File: config.mk
export PLATFORM = sky130hd
export DESIGN_NAME = cle_sdwr_tx
export DESIGN_NICKNAME = d
export VERILOG_FILES = /design/src/rtl/cle_sdwr_tx.sv
export SDC_FILE = /design/constraint.sdc
export NUM_CORES = 1
export LEC_CHECK = 0
export CAP_MARGIN = 15
export CORE_MARGIN = 2
export CORE_UTILIZATION = 51
export CTS_BUF_LIST = sky130_fd_sc_hd__clkbuf_16
export DETAILED_ROUTE_END_ITERATION = 12
export GPL_ROUTABILITY_DRIVEN = 0
export PLACE_DENSITY_LB_ADDON = 0.3
export SYNTH_ARGS = -nofsm -noshare
export SYNTH_HDL_FRONTEND = slang
export SYNTH_SLANG_ARGS = --single-unit
File: constraint.sdc
create_clock -name i_clk -period 5.65 [get_ports i_clk]
set_clock_uncertainty 0.05 [all_clocks]
set_input_delay 1.13 -clock i_clk [delete_from_list [all_inputs] [get_ports i_clk]]
set_output_delay 1.13 -clock i_clk [all_outputs]
set_load 0.01 [all_outputs]
File: src/rtl/cle_sdwr_tx.sv
// Bus-mapped serial transmitter: frames a CPU-written byte (start, 8 data LSB-first, [parity], stop)
// onto o_sdwr. Define CLE_SDWR_PARITY_EN to insert an even-parity bit between data and stop.
module cle_sdwr_tx #(
  parameter int unsigned DIV = 4
) (
  input  logic       i_clk,
  input  logic       i_rst,
  input  logic       i_sser,
  input  logic       i_ba13,
  input  logic       i_ba12,
  input  logic [3:0] i_ba,
  input  logic       i_br_w,
  input  logic [7:0] i_bd,
  output logic [7:0] o_bd_q,
  output logic       o_bd_oe,
  output logic       o_sdwr,
  output logic       o_busy
);

  localparam logic [7:0] DIV_M1 = 8'(DIV - 1);

  localparam logic [2:0] S_IDLE  = 3'd0;
  localparam logic [2:0] S_START = 3'd1;
  localparam logic [2:0] S_DATA  = 3'd2;
`ifdef CLE_SDWR_PARITY_EN
  localparam logic [2:0] S_PAR   = 3'd3;
`endif
  localparam logic [2:0] S_STOP  = 3'd4;

  localparam logic [3:0] A_TXDATA = 4'd0;
  localparam logic [3:0] A_CTRL   = 4'd1;
  localparam logic [3:0] A_STATUS = 4'd2;

  logic [2:0] r_state;
  logic [7:0] r_divcnt;
  logic [2:0] r_bitcnt;
  logic [7:0] r_txbuf;
  logic       r_sdwr;
  logic       r_inv;
  logic       r_ovr;

  logic       w_sel;
  logic       w_wr;
  logic       w_rd;
  logic       w_wr_tx;
  logic       w_wr_ctrl;
  logic       w_rd_stat;
  logic       w_busy;
  logic [2:0] w_state_nx;
  logic [7:0] w_divcnt_nx;
  logic [2:0] w_bitcnt_nx;
  logic [7:0] w_txbuf_nx;
  logic       w_level_nx;
  logic       w_inv_nx;
  logic       w_ovr_nx;

  assign w_sel     = ~i_sser & ~i_ba13 & i_ba12;
  assign w_wr      = w_sel & ~i_br_w;
  assign w_rd      = w_sel & i_br_w;
  assign w_wr_tx   = w_wr & (i_ba == A_TXDATA);
  assign w_wr_ctrl = w_wr & (i_ba == A_CTRL);
  assign w_rd_stat = w_rd & (i_ba == A_STATUS);
  assign w_busy    = (r_state != S_IDLE);

  // NOTE: every signal assigned in a combinational block gets a default first so no latch is inferred.
  always_comb begin
    w_state_nx  = r_state;
    w_divcnt_nx = r_divcnt;
    w_bitcnt_nx = r_bitcnt;
    w_txbuf_nx  = r_txbuf;
    if (r_state == S_IDLE) begin
      if (w_wr_tx) begin
        w_state_nx  = S_START;
        w_divcnt_nx = DIV_M1;
        w_txbuf_nx  = i_bd;
      end
    end else if (r_divcnt != 8'd0) begin
      w_divcnt_nx = r_divcnt - 8'd1;
    end else begin
      w_divcnt_nx = DIV_M1;
      case (r_state)
        S_START: begin
          w_state_nx  = S_DATA;
          w_bitcnt_nx = 3'd0;
        end
        S_DATA: begin
          if (r_bitcnt == 3'd7) begin
`ifdef CLE_SDWR_PARITY_EN
            w_state_nx = S_PAR;
`else
            w_state_nx = S_STOP;
`endif
            w_bitcnt_nx = 3'd0;
          end else begin
            w_bitcnt_nx = r_bitcnt + 3'd1;
          end
        end
`ifdef CLE_SDWR_PARITY_EN
        S_PAR: w_state_nx = S_STOP;
`endif
        default: begin
          // End of STOP (or an unreachable encoding): fall back to an idle, cleared counter.
          w_state_nx  = S_IDLE;
          w_divcnt_nx = 8'd0;
        end
      endcase
    end
  end

  // The line is registered from next-state so o_sdwr changes on the same edge as the state.
  always_comb begin
    w_level_nx = 1'b1;
    case (w_state_nx)
      S_START: w_level_nx = 1'b0;
      S_DATA:  w_level_nx = w_txbuf_nx[w_bitcnt_nx];
`ifdef CLE_SDWR_PARITY_EN
      S_PAR:   w_level_nx = ^w_txbuf_nx;
`endif
      default: w_level_nx = 1'b1;
    endcase
  end

  assign w_inv_nx = w_wr_ctrl ? i_bd[0] : r_inv;

  // A dropped write and a status read in one cycle leave ovr set.
  always_comb begin
    w_ovr_nx = r_ovr;
    if (w_wr_tx && w_busy) begin
      w_ovr_nx = 1'b1;
    end else if (w_rd_stat) begin
      w_ovr_nx = 1'b0;
    end
  end

  // NOTE: sequential state uses non-blocking assignments so every register samples pre-edge values.
  always_ff @(posedge i_clk) begin
    if (i_rst) begin
      r_state  <= S_IDLE;
      r_divcnt <= 8'd0;
      r_bitcnt <= 3'd0;
      r_txbuf  <= 8'd0;
      r_sdwr   <= 1'b1;
      r_inv    <= 1'b0;
      r_ovr    <= 1'b0;
    end else begin
      r_state  <= w_state_nx;
      r_divcnt <= w_divcnt_nx;
      r_bitcnt <= w_bitcnt_nx;
      r_txbuf  <= w_txbuf_nx;
      r_sdwr   <= w_level_nx ^ w_inv_nx;
      r_inv    <= w_inv_nx;
      r_ovr    <= w_ovr_nx;
    end
  end

  always_comb begin
    o_bd_q = 8'd0;
    if (w_rd_stat) begin
      o_bd_q = {6'b0, r_ovr, w_busy};
    end
  end

  assign o_bd_oe = w_rd;
  assign o_sdwr  = r_sdwr;
  assign o_busy  = w_busy;

endmodule

Word level (Yosys, flattened, before mapping) --
Index checks and enable logic that the tools add are counted.
Word-level totals: flip-flop bits (word level) 25, latch bits 0, RAM bits 0, memory bits (read-only) 0, input bits 18, output and inout bits 11, logic and storage cells 58, memories kept 0
Cells by class: add/sub/neg operators 2, multiply operators 0, divide/modulo/power cells 0, $lt $le $gt $ge 1, equality and inequality tests 8, shift-type cells 0, muxes and demuxes 22, bitwise operators 11, reduce and logical (&&, ||, !) cells 7
Operators with widths (count):
- $mux W8 | 5
- $mux W3 | 7
- $pmux W3 S2 | 2
- $reduce_bool A8 Y1 | 1
- $sub A8 B1 Y8 const B | 1
- $and A1 B1 Y1 | 7
- $eq A3 B1 Y1 const B | 2
- $eq A3 B2 Y1 const B | 2
- $eq A4 B1 Y1 const B | 1
- $eq A4 B2 Y1 const B | 1
- $logic_not A4 Y1 | 1
- $lt A3 B4 Y1 const B | 1
- $mux W1 | 4
- $mux W2 | 2
- $add A3 B1 Y3 const B | 1
- $bmux W1 S3 | 1
- $eq A3 B3 Y1 const B | 1
- $logic_not A3 Y1 | 1
- $not A1 Y1 | 3
- $reduce_bool A3 Y1 | 1
- $ne A2 B2 Y1 const B | 1
- $pmux W1 S2 | 1
- $reduce_bool A2 Y1 | 1
- $reduce_or A2 Y1 | 1
- other kinds (2) | 2

Depth between registers and ports, before layout --
Gate-level depths: netlist of run 1.
word-level depth 11, depth in mapped cells 9, depth with buffers taken out 9

Least setup slack after synthesis of run 1 --
Ideal clock, no wire load.
path kind input to output, from in i_sser, to out o_bd_q[0], data arrival time 2.303 ns, required time 4.470 ns, setup slack 2.167 ns, stages 4, path buffers 0, cells stage by stage or3b_4 > nor4_1 > nand3_1 > nor2_1
Between the ends: cells in the longest elaborated chain, start to end 6
Ends and longest elaborated chain:
- from (decl) | RTL line 8 | input logic i_sser,
- $not A1 Y1 | RTL line 57 | assign w_sel = ~i_sser & ~i_ba13 & i_ba12;
- $and A1 B1 Y1 (2 in series) | RTL line 57
- $and A1 B1 Y1 | RTL line 59 | assign w_rd = w_sel & i_br_w;
- $and A1 B1 Y1 | RTL line 62 | assign w_rd_stat = w_rd & (i_ba == A_STATUS);
- $mux W2 | RTL line 158 | if (w_rd_stat) begin
- to (decl) | RTL line 14 | output logic [7:0] o_bd_q,
Every way passes these cells.

Worst setup path in the final report of run 1 --
from in i_sser, to out o_bd_q[1]
Same word-level chain as after synthesis.

==> results of run 1 <==
Yosys cell counts (all sizes together):
master   number
nand3         6
nor4          8
or3b          1
nand4         7
or4           2
o311a         1
o221a         1
buf          13
or2           1
inv           9
o21ai         6
o211ai        1
a21boi        3
a32oi         2
mux2i         4
ha            4
conb          1
a22oi         2
nor2b         2
a31oi         2
a2111oi       1
nor2         34
or4b          2
a211oi        2
mux2          2
a21o          2
o31ai         7
o32a          1
xnor2         1
clkbuf        3
a311oi        3
nand2        13
and4          2
o311ai        1
o31a          1
nor4b         6
nor3         10
or3           3
and2          1
nand2b        1
dfxtp        25
a21oi        17
flip-flops by register name, indices dropped and copies added (netlist names):
signal / cells
r_txbuf: 8
r_inv: 1
r_divcnt: 8
r_state: 3
r_ovr: 1
r_bitcnt: 3
o_sdwr: 1
tightest hold or removal path: cells and delay by family, from the launching register on:
family,cells,cell delay [ns]
flip-flops,1,0.30
AO/OA/AOI/OAI,2,0.15
per-layer routing:
| metal | track usage | share of wire |
|---|---|---|
| met1 | 0.297 | 0.47 |
| met2 | 0.351 | 0.46 |
| met3 | 0.0344 | 0.056 |
| met4 | 0.0833 | 0.013 |
| met5 | 0 | 0 |
area by class of cell:
class                      instances  area, µm²
fill                             313       1290
multi-input combinational        169       1110
sequential                        25        500
timing repair buffer              24        235
clock buffer                       3       75.1
tap                               46       57.6
inverter                           9       33.8
clock inverter                     1       3.75
power groups by stage:
stage	Clock, mW	Sequential (mW)	Combinational, mW
final	0.155	0.177	0.0298
after global routing	0.170	0.177	0.0326
after CTS	0.160	0.177	0.0298
after detailed placement	0	0.181	0.0296
after global placement	0	0.181	0.0293
after floorplan	0	0.181	0.0152
cells by family after synthesis:
group           count (synthesis)  synth area share
flops                          25             0.288
fa+ha+maj                       4            0.0288
simple gates                   99             0.337
mux                             6            0.0382
compound gates                 53             0.221
buf+inv                        25            0.0800
other cells                     1           0.00216
xor+xnor                        1           0.00505
cell usage in the layout (no fill, tap or decap), types with 2 or more instances in the layout:
master	synthesis	layout
nor2_1	34	34
dfxtp_1	25	25
clkdlybuf4s50_1	0	22
a21oi_1	17	17
nand2_1	13	13
inv_1	9	10
nor3_1	9	9
nand4_1	7	7
nor4_1	6	6
o31ai_1	6	6
conb_1	1	6
nand3_1	4	4
mux2i_1	4	4
o21ai_0	4	4
ha_1	4	4
or3_1	3	3
nor4b_1	3	3
a311oi_1	3	3
clkbuf_16	0	3
nor4b_2	2	2
nand3_2	2	2
or4_1	2	2
nor2b_1	2	2
a21o_1	2	2
a22oi_1	2	2
a31oi_1	2	2
and4_1	2	2
a211oi_1	2	2
a32oi_1	2	2
a21boi_1	2	2
buf_4	7	2
path summary, 6_finish.rpt:
path,slack [ns],start,cells past startpoint,endpoint
hold reg to reg,0.44,r_txbuf[4]$_SDFF_PP0_,2,r_txbuf[4]$_SDFF_PP0_
hold / removal,0.44,r_txbuf[4]$_SDFF_PP0_,2,r_txbuf[4]$_SDFF_PP0_
setup / recovery,1.06,i_sser,6,o_bd_q[1]
setup reg to reg,2.87,r_divcnt[0]$_SDFFE_PP0P_,8,o_sdwr$_SDFF_PP1_
==> reports/metrics.csv, run 1 <==
metric,value,unit
status,finished clean,
Wirelength per Cell,14.0,µm
Switching Share,0.209,
CTS H-tree lvls,1,
final-report hold violation count,0,
Die X,62.3,µm
drt drc,0,
first-pass GRT wire length,7020,µm
CTS Hold Bufs,0,
Cells after DPL,273,
boundary pin count,29,
Reg power frac,0.489,
Clock power frac,0.428,
Core Region,3310,µm²
total global routing overflow,0,
Worst Setup Start Kind,input pin,
DRT antenna net count,0,
Tcrit/Tclk final,0.813,
worst vdd ir,0.110,mV
Power Dens Cells,179,nW/µm²
Seq cells post-synth,25,
area share of the largest cell type after synthesis,0.288,
"Warnings, synthesis",0,
Post-DP Area,1940,µm²
Worst-Margin Slew,0.692,ns
critical path's slowest cell,nor4_1,
Die Y-Extent,62.3,µm
port buffer count,22,
die area,3890,µm²
clock-pin slew on the worst setup and hold paths,0.06,ns
final worst-path setup slack,1.06,ns
post-synth top area cell,dfxtp_1,
Clock Latency Late Sink,0.26,ns
distinct cell type count after synthesis,57,
Worst EP arrival,3.41,ns
initial core utilization,0.524,
"critical path fanouts, max",5,
NumNets Final,254,
clock tree from TritonCTS,done,
"Area growth, synth to finish",16.4,%
Lkg Pwr,0.732,nW
vias,1648,
initial antenna violation count,0,
max-slew violations,0,
GRT Total Usage,0.219,
post-DP HPWL,2790,µm
DP Worst Slack,1.06,ns
TritonRoute pass-1 iters,4,
vias per cell,5.95,
switching power,75.7,µW
drt total wl,3880,µm
Finish-stage setup viols,0,
sequential area share after synthesis,0.288,
fin util,0.610,
design area,2020,µm²
Slew headroom,0.534,
crit path buf inv count,2,
Hold Slack,0.443,ns
synthesized area per cell,8.11,µm²
CTS root buf,clkbuf_16,
Synth area leaders,"dfxtp_1 (29%), nor2_1 (7.4%), a21oi_1 (4.9%)",
total power,362,µW
ANT cells,0,
Syn Inst Count,214,
Longest Clk Path Bufs,2,
Setup TNS,0,ns
P_int,286,µW
f_max,218,MHz
dominant delay contributor by cell family on the critical path,simple AND/OR/NAND/NOR gates,
Clock Sinks,25,
cts repair resizes,0,
First DRT Iteration DRCs,95,
"Top cell by count, worst path",clkdlybuf4s50_1,
post-CTS setup buffers,0,
maxcap violations,0,
vias in the first global route,1518,
CP cell instances,"clkdlybuf4s50_1, or3b_4, nor4_1, nand3_1, nor2_1, clkdlybuf4s50_1",
Hold Path Class,flop to flop,
FP Rows,21,
CTS Buf Count,3,
RSZ-0062 raised after global routing,no,
CP Class,input pin to primary output,
fraction of layout cells with a size suffix above 1,0.0996,
combinational power share,0.082,
CP required,4.47,ns
synthesized area,1740,µm²
Layout Cells excl Fill,277,
Worst setup EP type,primary output,
CP max stage delay,0.54,ns
largest net degree at the start of global routing,29,
post-layout min period,4.59,ns
(Power assumes the default switching activity.)
==> inputs of run 2 (changes only) <==
--- a/config.mk
+++ b/config.mk
@@ -7,7 +7,7 @@
 export LEC_CHECK = 0
 export CAP_MARGIN = 15
 export CORE_MARGIN = 2
-export CORE_UTILIZATION = 51
+export CORE_UTILIZATION = 48
 export CTS_BUF_LIST = sky130_fd_sc_hd__clkbuf_16
 export DETAILED_ROUTE_END_ITERATION = 12
 export GPL_ROUTABILITY_DRIVEN = 0
==> constraint.sdc (replaced) <==
create_clock -name i_clk -period 4.1 [get_ports i_clk]
set_clock_uncertainty 0.05 [all_clocks]
set_input_delay 0.82 -clock i_clk [delete_from_list [all_inputs] [get_ports i_clk]]
set_output_delay 0.82 -clock i_clk [all_outputs]
set_load 0.01 [all_outputs]
==> reports/metrics.csv, run 2 (synthesized netlist as in run 1, its figures left out) <==
metric,value,unit,change
Cells after DPL,274,,was 273
drt drc,0,,unchanged
"commonest cells after routing, fill and taps aside","nor2_1 (34), dfxtp_1 (25), clkdlybuf4s50_1 (22), a21oi_1 (17), nand2_1 (13)",,unchanged
Switching Share,0.214,,was 0.209
ANT cells,0,,unchanged
Clock Latency Late Sink,0.26,ns,about the same
combinational power share,0.083,,was 0.082
die area,4110,µm²,was 3890 µm²
Worst EP arrival,2.76,ns,was 3.41 ns
largest net degree at the start of global routing,29,,unchanged
CTS Buf Count,3,,unchanged
f_max,276,MHz,
Setup TNS,0,ns,unchanged
Layout Cells excl Fill,278,,was 277
maxcap violations,0,,unchanged
boundary pin count,29,,unchanged
CP Class,input pin to primary output,,unchanged
initial antenna violation count,0,,unchanged
Clock Sinks,25,,unchanged
post-CTS setup buffers,0,,unchanged
vias per cell,5.83,,was 5.95
Lkg Pwr,0.738,nW,was 0.732 nW
crit path buf inv count,2,,unchanged
total power,502,µW,was 362 µW
design area,2030,µm²,was 2020 µm²
fraction of layout cells with a size suffix above 1,0.103,,was 0.0996
GRT Total Usage,0.203,,was 0.219
status,finished clean,,unchanged
CTS root buf,clkbuf_16,,unchanged
Reg power frac,0.486,,was 0.489
Hold Path Class,flop to flop,,unchanged
Die X,64.1,µm,was 62.3 µm
"Area growth, synth to finish",16.9,%,was 16.4%
CP max stage delay,0.53,ns,was 0.54 ns
NumNets Final,255,,was 254
final worst-path setup slack,0.473,ns,was 1.06 ns
Die Y-Extent,64.1,µm,was 62.3 µm
FP Rows,21,,unchanged
CTS Hold Bufs,0,,unchanged
drt total wl,3920,µm,was 3880 µm
Core Region,3420,µm²,was 3310 µm²
total global routing overflow,0,,unchanged
"commonest non-fill, non-tap cell in the layout",nor2_1,,unchanged
post-DP HPWL,2880,µm,was 2790 µm
CTS H-tree lvls,1,,unchanged
final-report hold violation count,0,,unchanged
Worst Setup Start Kind,input pin,,unchanged
Post-DP Area,1950,µm²,was 1940 µm²
First DRT Iteration DRCs,71,,was 95
max-slew violations,0,,unchanged
clock tree from TritonCTS,done,,unchanged
dominant delay contributor by cell family on the critical path,buffers and inverters,,was simple AND/OR/NAND/NOR gates
"critical path fanouts, max",3,,was 5
Hold Slack,0.438,ns,was 0.443 ns
RSZ-0062 raised after global routing,no,,unchanged
switching power,107,µW,was 75.7 µW
worst vdd ir,0.141,mV,was 0.110 mV
Regs by FF count,"r_divcnt: 8 flops, r_txbuf: 8 flops",,unchanged
Slew headroom,0.552,,was 0.534
TritonRoute pass-1 iters,4,,unchanged
initial core utilization,0.508,,was 0.524
critical path's slowest cell,clkdlybuf4s50_1,,was nor4_1
DP Worst Slack,0.479,ns,was 1.06 ns
vias in the first global route,1501,,was 1518
Wirelength per Cell,14.1,µm,was 14.0 µm
P_int,394,µW,was 286 µW
fin util,0.594,,was 0.610
Tcrit/Tclk final,0.885,,
Finish-stage setup viols,0,,unchanged
vias,1621,,was 1648
CP cell instances,"clkdlybuf4s50_1, or3b_4, nor4_1, nand3_1, nor2_1, clkdlybuf4s50_1",,unchanged
port buffer count,22,,unchanged
Clock power frac,0.431,,was 0.428
Power Dens Cells,247,nW/µm²,was 179 nW/µm²
CP required,3.23,ns,was 4.47 ns
DRT antenna net count,0,,unchanged
Worst-Margin Slew,0.668,ns,was 0.692 ns
clock-pin slew on the worst setup and hold paths,0.06,ns,about the same
post-layout min period,3.63,ns,
Worst setup EP type,primary output,,unchanged
cts repair resizes,0,,unchanged
"Top cell by count, worst path",clkdlybuf4s50_1,,unchanged
Longest Clk Path Bufs,2,,unchanged
first-pass GRT wire length,6770,µm,was 7020 µm
## run 2: changes by cell type in the layout (fill, tap and decap cells not counted), sizes merged
cell,before,now
buf,2,3
## run 2: final cells by class
cell class                      count  area (µm²)
Fill cell                         317        1390
Clock buffer                        3        75.1
Multi-Input combinational cell    169        1110
Inverter                            9        33.8
Clock inverter                      1        3.75
Timing Repair Buffer               25         243
Tap cell                           46        57.6
Sequential cell                    25         500
## run 2: path summary, 6_finish.rpt
check	startpoint	end	slack (ns)	depth (start not counted)
worst min-delay path	r_txbuf[0]$_SDFF_PP0_	r_txbuf[0]$_SDFF_PP0_	0.44	2
worst max-delay path	i_ba12	o_bd_q[0]	0.47	6
worst max register to register	r_divcnt[0]$_SDFFE_PP0P_	o_sdwr$_SDFF_PP1_	1.34	8
worst min register to register	r_txbuf[0]$_SDFF_PP0_	r_txbuf[0]$_SDFF_PP0_	0.44	2
## run 2: worst reg2reg max path: stages, from the launching register on
cell      delay [ns]
dfxtp_1         0.32
inv_1           0.11
ha_1            0.19
nor4b_2         0.42
a21boi_0        0.17
a211oi_1        0.60
nor4b_1         0.31
a22oi_1         0.14
o311a_2         0.34
## run 2: metal layers
metal | GRT usage | up-vias | wire length, µm
met1 | 0.276 | 754 | 1920
met4 | 0.0638 | 0 | 45
met2 | 0.326 | 38 | 1760
met3 | 0.0370 | 4 | 186
met5 | 0 | - | 0
li1 | - | 825 | -
## run 2: power groups by stage
stage,Combinational [mW],Clock (mW),Sequential (mW)
final,0.0415,0.216,0.244
after global routing,0.0451,0.229,0.244
after CTS,0.0415,0.218,0.244
after detailed placement,0.0410,0,0.249
after global placement,0.0406,0,0.249
after floorplan,0.0209,0,0.249
